==> config.mk <==
export PLATFORM = sky130hd
export DESIGN_NAME = mask_writeback_unit_flat
export DESIGN_NICKNAME = d
export VERILOG_FILES = /design/src/rtl/mask_pkg.sv /design/src/rtl/mask_writeback_unit_if.sv /design/src/rtl/mask_lane_merge.sv /design/src/rtl/mask_writeback_unit.sv /design/src/flat_wrapper.sv
export SDC_FILE = /design/constraint.sdc
export NUM_CORES = 1
export LEC_CHECK = 0
export BUFFER_PORTS_ARGS = -buffer_cell sky130_fd_sc_hd__buf_2
export CAP_MARGIN = 20
export CELL_PAD_IN_SITES_DETAIL_PLACEMENT = 0
export CELL_PAD_IN_SITES_GLOBAL_PLACEMENT = 1
export CORE_ASPECT_RATIO = 0.75
export CORE_UTILIZATION = 41
export CTS_CLUSTER_DIAMETER = 40
export DETAILED_ROUTE_END_ITERATION = 8
export PLACE_DENSITY_LB_ADDON = 0.25
export SETUP_SLACK_MARGIN = 0.15
export SLEW_MARGIN = 20
export SYNTH_ARGS = -nofsm -noshare
export SYNTH_HDL_FRONTEND = slang
export SYNTH_HIERARCHICAL = 1
export SYNTH_SLANG_ARGS = --single-unit
==> constraint.sdc <==
create_clock -name CLK -period 8.18 [get_ports CLK]
set_input_delay 0.818 -clock CLK [delete_from_list [all_inputs] [get_ports CLK]]
set_output_delay 0.818 -clock CLK [all_outputs]
set_load 0.02 [all_outputs]
==> src/rtl/mask_pkg.sv <==
// Shared types and sizes for the mask writeback unit.
// Included by the interface, the lane merge and the top.
package mask_pkg;

  localparam int VLEN     = 128;
  localparam int LANES    = 4;
  localparam int MAX_UOPS = VLEN / LANES;
  localparam int VL_W     = 8;
  localparam int CNT_W    = 6;
  localparam int UOPN_W   = 5;

  typedef enum logic [1:0] {
    IDLE,
    ACCUM,
    WRITE
  } mask_wb_state_t;

  function automatic logic [VL_W-1:0] clamp_vl(
    input logic [VL_W-1:0] vl
  );
    return (vl > 8'd128) ? 8'd128 : vl;
  endfunction

endpackage

==> src/rtl/mask_writeback_unit_if.sv <==
// Start / uop / writeback handshake bundle.
// master drives requests, slave is the writeback unit.
interface mask_writeback_unit_if;
  import mask_pkg::*;

  logic                 start;
  logic                 start_ready;
  logic [VL_W-1:0]      vl;
  logic                 mask_enable;
  logic [VLEN-1:0]      v0;
  logic [VLEN-1:0]      old_vd;
  logic                 uop_valid;
  logic                 uop_ready;
  logic [UOPN_W-1:0]    uop_num;
  logic [LANES-1:0]     lane_result;
  logic                 wb_valid;
  logic                 wb_ready;
  logic [VLEN-1:0]      wb_data;
  logic                 seq_err;

  modport master (
    output start, vl, mask_enable, v0, old_vd,
    output uop_valid, uop_num, lane_result,
    output wb_ready,
    input  start_ready, uop_ready,
    input  wb_valid, wb_data, seq_err
  );

  modport slave (
    input  start, vl, mask_enable, v0, old_vd,
    input  uop_valid, uop_num, lane_result,
    input  wb_ready,
    output start_ready, uop_ready,
    output wb_valid, wb_data, seq_err
  );

endinterface

==> src/rtl/mask_lane_merge.sv <==
// Merges one uop of lane results into the mask image.
// Body/active lanes take the result, others stay undisturbed.
module mask_lane_merge
  import mask_pkg::*;
(
  input  logic [VLEN-1:0]   i_acc,
  input  logic [UOPN_W-1:0] i_uop_num,
  input  logic [LANES-1:0]  i_lane_result,
  input  logic [VLEN-1:0]   i_v0,
  input  logic [VL_W-1:0]   i_vl,
  input  logic              i_mask_enable,
  output logic [VLEN-1:0]   o_acc
);

  logic [6:0]       w_idx [LANES];
  logic [LANES-1:0] w_en;

  for (genvar g = 0; g < LANES; g++) begin : g_lane
    assign w_idx[g] = {i_uop_num, 2'b00} + 7'(g);
    assign w_en[g]  = ({1'b0, w_idx[g]} < i_vl) &&
                      (!i_mask_enable || i_v0[w_idx[g]]);
  end

  // overlay qualified lanes on the current image
  always_comb begin
    o_acc = i_acc;
    for (int i = 0; i < LANES; i++) begin
      if (w_en[i]) o_acc[w_idx[i]] = i_lane_result[i];
    end
  end

endmodule

==> src/rtl/mask_writeback_unit.sv <==
// Collects per-uop compare bits into a mask register
// image and hands it to the register-file write port.
module mask_writeback_unit
  import mask_pkg::*;
(
  input logic                  CLK,
  input logic                  RST,
  mask_writeback_unit_if.slave bus
);

  mask_wb_state_t    r_state;
  mask_wb_state_t    w_next;
  logic [VLEN-1:0]   r_acc;
  logic [VLEN-1:0]   r_v0;
  logic [VL_W-1:0]   r_vl;
  logic              r_me;
  logic [CNT_W-1:0]  r_n_uops;
  logic [CNT_W-1:0]  r_uop_cnt;
  logic              r_seq_err;

  logic [VL_W-1:0]   w_vl_c;
  logic [8:0]        w_sum;
  logic [CNT_W-1:0]  w_n_uops;
  logic [CNT_W-1:0]  w_cnt_inc;
  logic              w_start_acc;
  logic              w_uop_acc;
  logic [VLEN-1:0]   w_acc_nxt;

  assign w_vl_c      = clamp_vl(bus.vl);
  assign w_sum       = {1'b0, w_vl_c} + 9'd3;
  assign w_n_uops    = w_sum[7:2];
  assign w_cnt_inc   = r_uop_cnt + 6'd1;
  assign w_start_acc = (r_state == IDLE) && bus.start;
  assign w_uop_acc   = (r_state == ACCUM) && bus.uop_valid;

  mask_lane_merge u_merge (
    .i_acc         (r_acc),
    .i_uop_num     (bus.uop_num),
    .i_lane_result (bus.lane_result),
    .i_v0          (r_v0),
    .i_vl          (r_vl),
    .i_mask_enable (r_me),
    .o_acc         (w_acc_nxt)
  );

  // next-state selection
  always_comb begin
    w_next = r_state;
    unique case (r_state)
      IDLE:
        if (bus.start)
          w_next = (w_n_uops == '0) ? WRITE : ACCUM;
      ACCUM:
        if (bus.uop_valid && (w_cnt_inc == r_n_uops))
          w_next = WRITE;
      WRITE:
        if (bus.wb_ready) w_next = IDLE;
      default: w_next = IDLE;
    endcase
  end

  // state, latched operands, accumulator and counters
  always_ff @(posedge CLK) begin
    if (RST) begin
      r_state   <= IDLE;
      r_acc     <= '0;
      r_v0      <= '0;
      r_vl      <= '0;
      r_me      <= 1'b0;
      r_n_uops  <= '0;
      r_uop_cnt <= '0;
      r_seq_err <= 1'b0;
    end else begin
      r_state <= w_next;
      if (w_start_acc) begin
        r_acc     <= bus.old_vd;
        r_v0      <= bus.v0;
        r_vl      <= w_vl_c;
        r_me      <= bus.mask_enable;
        r_n_uops  <= w_n_uops;
        r_uop_cnt <= '0;
        r_seq_err <= 1'b0;
      end else if (w_uop_acc) begin
        r_acc     <= w_acc_nxt;
        r_uop_cnt <= w_cnt_inc;
        if (bus.uop_num != r_uop_cnt[4:0])
          r_seq_err <= 1'b1;
      end
    end
  end

  assign bus.start_ready = (r_state == IDLE);
  assign bus.uop_ready   = (r_state == ACCUM);
  assign bus.wb_valid    = (r_state == WRITE);
  assign bus.wb_data     = r_acc;
  assign bus.seq_err     = r_seq_err;

endmodule

==> src/flat_wrapper.sv <==
// flat-port wrapper written by rule: the top's interface ports become plain ports
module mask_writeback_unit_flat import mask_pkg::*;
  (CLK, RST, bus_start, bus_vl, bus_mask_enable, bus_v0, bus_old_vd, bus_uop_valid, bus_uop_num, bus_lane_result, bus_wb_ready, bus_start_ready, bus_uop_ready, bus_wb_valid, bus_wb_data, bus_seq_err);
  mask_writeback_unit_if bus_i ();
  input logic CLK;
  input logic RST;
  input wire logic [$bits(bus_i.start)-1:0] bus_start;
  input wire logic [$bits(bus_i.vl)-1:0] bus_vl;
  input wire logic [$bits(bus_i.mask_enable)-1:0] bus_mask_enable;
  input wire logic [$bits(bus_i.v0)-1:0] bus_v0;
  input wire logic [$bits(bus_i.old_vd)-1:0] bus_old_vd;
  input wire logic [$bits(bus_i.uop_valid)-1:0] bus_uop_valid;
  input wire logic [$bits(bus_i.uop_num)-1:0] bus_uop_num;
  input wire logic [$bits(bus_i.lane_result)-1:0] bus_lane_result;
  input wire logic [$bits(bus_i.wb_ready)-1:0] bus_wb_ready;
  output wire logic [$bits(bus_i.start_ready)-1:0] bus_start_ready;
  output wire logic [$bits(bus_i.uop_ready)-1:0] bus_uop_ready;
  output wire logic [$bits(bus_i.wb_valid)-1:0] bus_wb_valid;
  output wire logic [$bits(bus_i.wb_data)-1:0] bus_wb_data;
  output wire logic [$bits(bus_i.seq_err)-1:0] bus_seq_err;
  assign bus_i.start = bus_start;
  assign bus_i.vl = bus_vl;
  assign bus_i.mask_enable = bus_mask_enable;
  assign bus_i.v0 = bus_v0;
  assign bus_i.old_vd = bus_old_vd;
  assign bus_i.uop_valid = bus_uop_valid;
  assign bus_i.uop_num = bus_uop_num;
  assign bus_i.lane_result = bus_lane_result;
  assign bus_i.wb_ready = bus_wb_ready;
  assign bus_start_ready = bus_i.start_ready;
  assign bus_uop_ready = bus_i.uop_ready;
  assign bus_wb_valid = bus_i.wb_valid;
  assign bus_wb_data = bus_i.wb_data;
  assign bus_seq_err = bus_i.seq_err;
  mask_writeback_unit u_core (.CLK(CLK), .RST(RST), .bus(bus_i));
endmodule
==> flow_metrics.env <==
export IMPL_vias=15410
export IMPL_cts_hold_buf=0
export IMPL_grt_max_degree=184
export IMPL_start_util_pct=41.76
export IMPL_hold_viol_final=0
export IMPL_hp_class="register to register"
export IMPL_clock_sinks=280
export IMPL_cpLargestDelayFamily="compound AO/OA/AOI/OAI gates"
export IMPL_crit_fanout=30
export IMPL_synth_seq_cells=280
export IMPL_cts_tree="done"
export IMPL_setup_worst_path_start="bus_uop_num[0]"
export IMPL_critical_path_class="primary input to register"
export IMPL_r2r_cells=10
export IMPL_maxSlewHeadroom_pct=25.89
export IMPL_slew_violations=0
export IMPL_synth_nets=2220
export IMPL_power_frac_seq_pct=36.6
export IMPL_post_synth_top_area_cell="dfxtp_1"
export IMPL_crit_cells=12
export IMPL_viasPerCell=5.665
export IMPL_synth_seq_area_share_pct=37.33
export IMPL_fp_row_count=60
export IMPL_switching_share_pct=30.77
export IMPL_dieWidth_um=223.0
export IMPL_skew_ns=0.01959
export IMPL_port_buffers=410
export IMPL_yosysWarnings=6
export IMPL_synth_cell_types=64
export IMPL_overflow=0
export IMPL_cts_setup_buffers=0
export IMPL_wl_per_cell_um=20.68
export IMPL_cp_end_kind="register"
export IMPL_hold_slack_ns=0.4517
export IMPL_max_vdd_ir_drop_mv=0.1577
export IMPL_grt_usage_pct=29.00
export IMPL_leakage_nw=7.486
export IMPL_place_area_sq_mm=0.01702
export IMPL_fill_cells=3542
export IMPL_final_cells=2720
export IMPL_crit_path_max_incr_delay_ns=0.81
export IMPL_drc=0
export IMPL_setup_violations=0
export IMPL_synth_top_area_share_pct=37.33
export IMPL_cp_data_arrival_time_ns=4.38
export IMPL_post_cts_resized=0
export IMPL_grt_busiest_layer="met2"
export IMPL_first_iter_violations=1301
export IMPL_cap_violations=0
export IMPL_synth_async_reset_ratio_pct=0
export IMPL_grt_use_met1_pct=42.73
export IMPL_switchingPower_w=0.001321
export IMPL_place_congestion=0.8571
export IMPL_fin_crit_sh_pct=48.26
export IMPL_post_place_cells=2644
export IMPL_min_period_ns=3.947
export IMPL_die_y_um=167.7
export IMPL_nets=2507
export IMPL_max_freq_mhz=253.3
export IMPL_synth_most_common_cell="nand2_1"
export IMPL_root_buffer="clkbuf_16"
export IMPL_rr_endpoint="u_core/bus.wb_data[50]"
export IMPL_die_area_sq_mm=0.03740
export IMPL_endpoint="u_core/bus.wb_data[50]"
export IMPL_grt_pass1_vias=14280
export IMPL_power_density_mw_per_mm2=232.8
export IMPL_p_total_w=0.004294
export IMPL_critPathSlowestCell="o31a_1"
export IMPL_cts_buffers_inserted=40
export IMPL_clkSlewWorstSetupHoldPaths_ns=0.06
export IMPL_drtPass1Iterations=5
export IMPL_path_buf_inv=3
export IMPL_routed_wl_mm=56.24
export IMPL_p_clk_share_pct=43.4
export IMPL_status="finished clean"
export IMPL_grt_met3_usage_pct=4.334
export IMPL_final_area_sq_mm=0.01845
export IMPL_p_comb_share_pct=20.0
export IMPL_drive_gt1_share_pct=29.33
export IMPL_synthTopCellsByCount="nand2_1 (598), dfxtp_1 (280), nor2_1 (182)"
export IMPL_internal_power_w=0.002973
export IMPL_grt_pass1_wl_mm=85.03
export IMPL_synth_area_leaders="dfxtp_1 (37%), nand2_1 (15%), mux2_2 (9.6%), a311oi_1 (6.9%), a21oi_1 (4.8%)"
export IMPL_pin_count=411
export IMPL_fin_tns_setup_ns=0
export IMPL_synth_edff_count=0
export IMPL_use_met2_pct=43.25
export IMPL_antenna_left=0
export IMPL_r2r_slack_ns=4.96
export IMPL_start_kind="primary input"
export IMPL_cts_htree_levels=2
export IMPL_hpwlAfterDp_mm=37.61
export IMPL_core_area_sq_mm=0.03596
export IMPL_synth_main_ff_cell="dfxtp_1"
export IMPL_crit_chain="buf_2 -> buf_4 -> clkinv_1 -> ha_1 -> nand3b_1 -> a31o_2 -> o311a_1 -> o31a_1 -> nand3_1 -> mux2_2 -> nand2_1 -> a311oi_1"
export IMPL_cp_required_ns=8.61
export IMPL_tightest_slew_ns=1.109
export IMPL_synth_cell_area_sq_mm=0.01502
export IMPL_synth_area_per_cell_sq_um=7.764
export IMPL_cts_buffer_depth=3
export IMPL_r2r_start="u_core/r_vl[5]"
export IMPL_worst_skew_pair_late_latency_ns=0.54
export IMPL_syn_inst=1934
export IMPL_rsz0062_at_grt="no"
export IMPL_area_growth_pct=22.86
export IMPL_grt_antenna_before_repair=6
worst min-delay path, stage by stage (launching register included):
cell	delay (ns)
dfxtp_1	0.30
nand2_1	0.05
a21oi_1	0.05
layer usage:
layer  up-vias  routed length [um]
met5         -                  13
met4         2                1338
met3        76                3456
met2       567               24490
met1      7463               26940
li1       7301                   -
power by group through the flow:
stage | sequential [W] | clock (W) | combinational [W]
after floorplan | 0.00166 | 0 | 0.000474
after global placement | 0.00159 | 0 | 0.000839
after detailed placement | 0.00160 | 0 | 0.000849
after CTS | 0.00157 | 0.00190 | 0.000852
after global routing | 0.00159 | 0.00196 | 0.000924
final | 0.00157 | 0.00187 | 0.000857
state kept, by name (all words and copies together), names as in the netlist:
register            count
u_core/bus.seq_err      1
u_core/bus.wb_data    128
u_core/r_me             1
u_core/r_n_uops         6
u_core/r_state          2
u_core/r_uop_cnt        6
u_core/r_v0           128
u_core/r_vl             8
cells in the final DEF (no fill, tap or decap), types with 14 or more instances in the layout:
cell type    n
mux2_2     128
nor3_1      14
a21oi_1    144
nand2_1    597
dfxtp_1    280
clkbuf_16   41
o21ai_0     16
mux2i_1     22
nor4_1      18
buf_2      408
nand4_1     14
mux4_2      15
nand3_1     40
nor2_1     181
a311oi_1   118
buf_4       16
per-stage QoR:
stage	util [%]	worst slack [ns]
final	51.30	4.233
after global routing	51.30	4.062
after CTS	51.27	4.303
after detailed placement	47.33	3.757
after global placement	47.33	3.896
after floorplan	-	4.723
worst min-delay path by stage:
stage          slack, ns                to  cells past startpoint        startpoint
3_3_place_gp        0.44   u_core/r_v0[34]                      2   u_core/r_v0[34]
4_1_cts             0.45   u_core/r_v0[22]                      2   u_core/r_v0[22]
3_5_place_dp        0.44   u_core/r_v0[22]                      2   u_core/r_v0[22]
2_1_floorplan       0.43    u_core/r_vl[1]                      2    u_core/r_vl[1]
6_report            0.45   u_core/r_v0[40]                      2   u_core/r_v0[40]
5_1_grt             0.47  u_core/r_v0[102]                      2  u_core/r_v0[102]
logic make-up after synthesis:
kind of cell | share of synthesized area [%]
flops | 37.33
simple gates | 25.05
fa+ha+maj | 0.5833
buf+inv | 5.858
compound gates | 16.76
mux | 13.32
xor+xnor | 1.108
area by class of cell:
type / instances / area (sq um) / share of cell area (%)
clock buffer: 50 / 1070 / 5.799
antenna: 5 / 12.51 / 0.06782
sequential: 280 / 5605 / 30.38
clock inverter: 21 / 346.6 / 1.879
inverter: 12 / 45.04 / 0.2442
tap: 465 / 581.8 / 3.154
multi-input combinational: 1461 / 8591 / 46.57
timing repair buffer: 426 / 2197 / 11.91
Power figures use the tool's default switching activity.
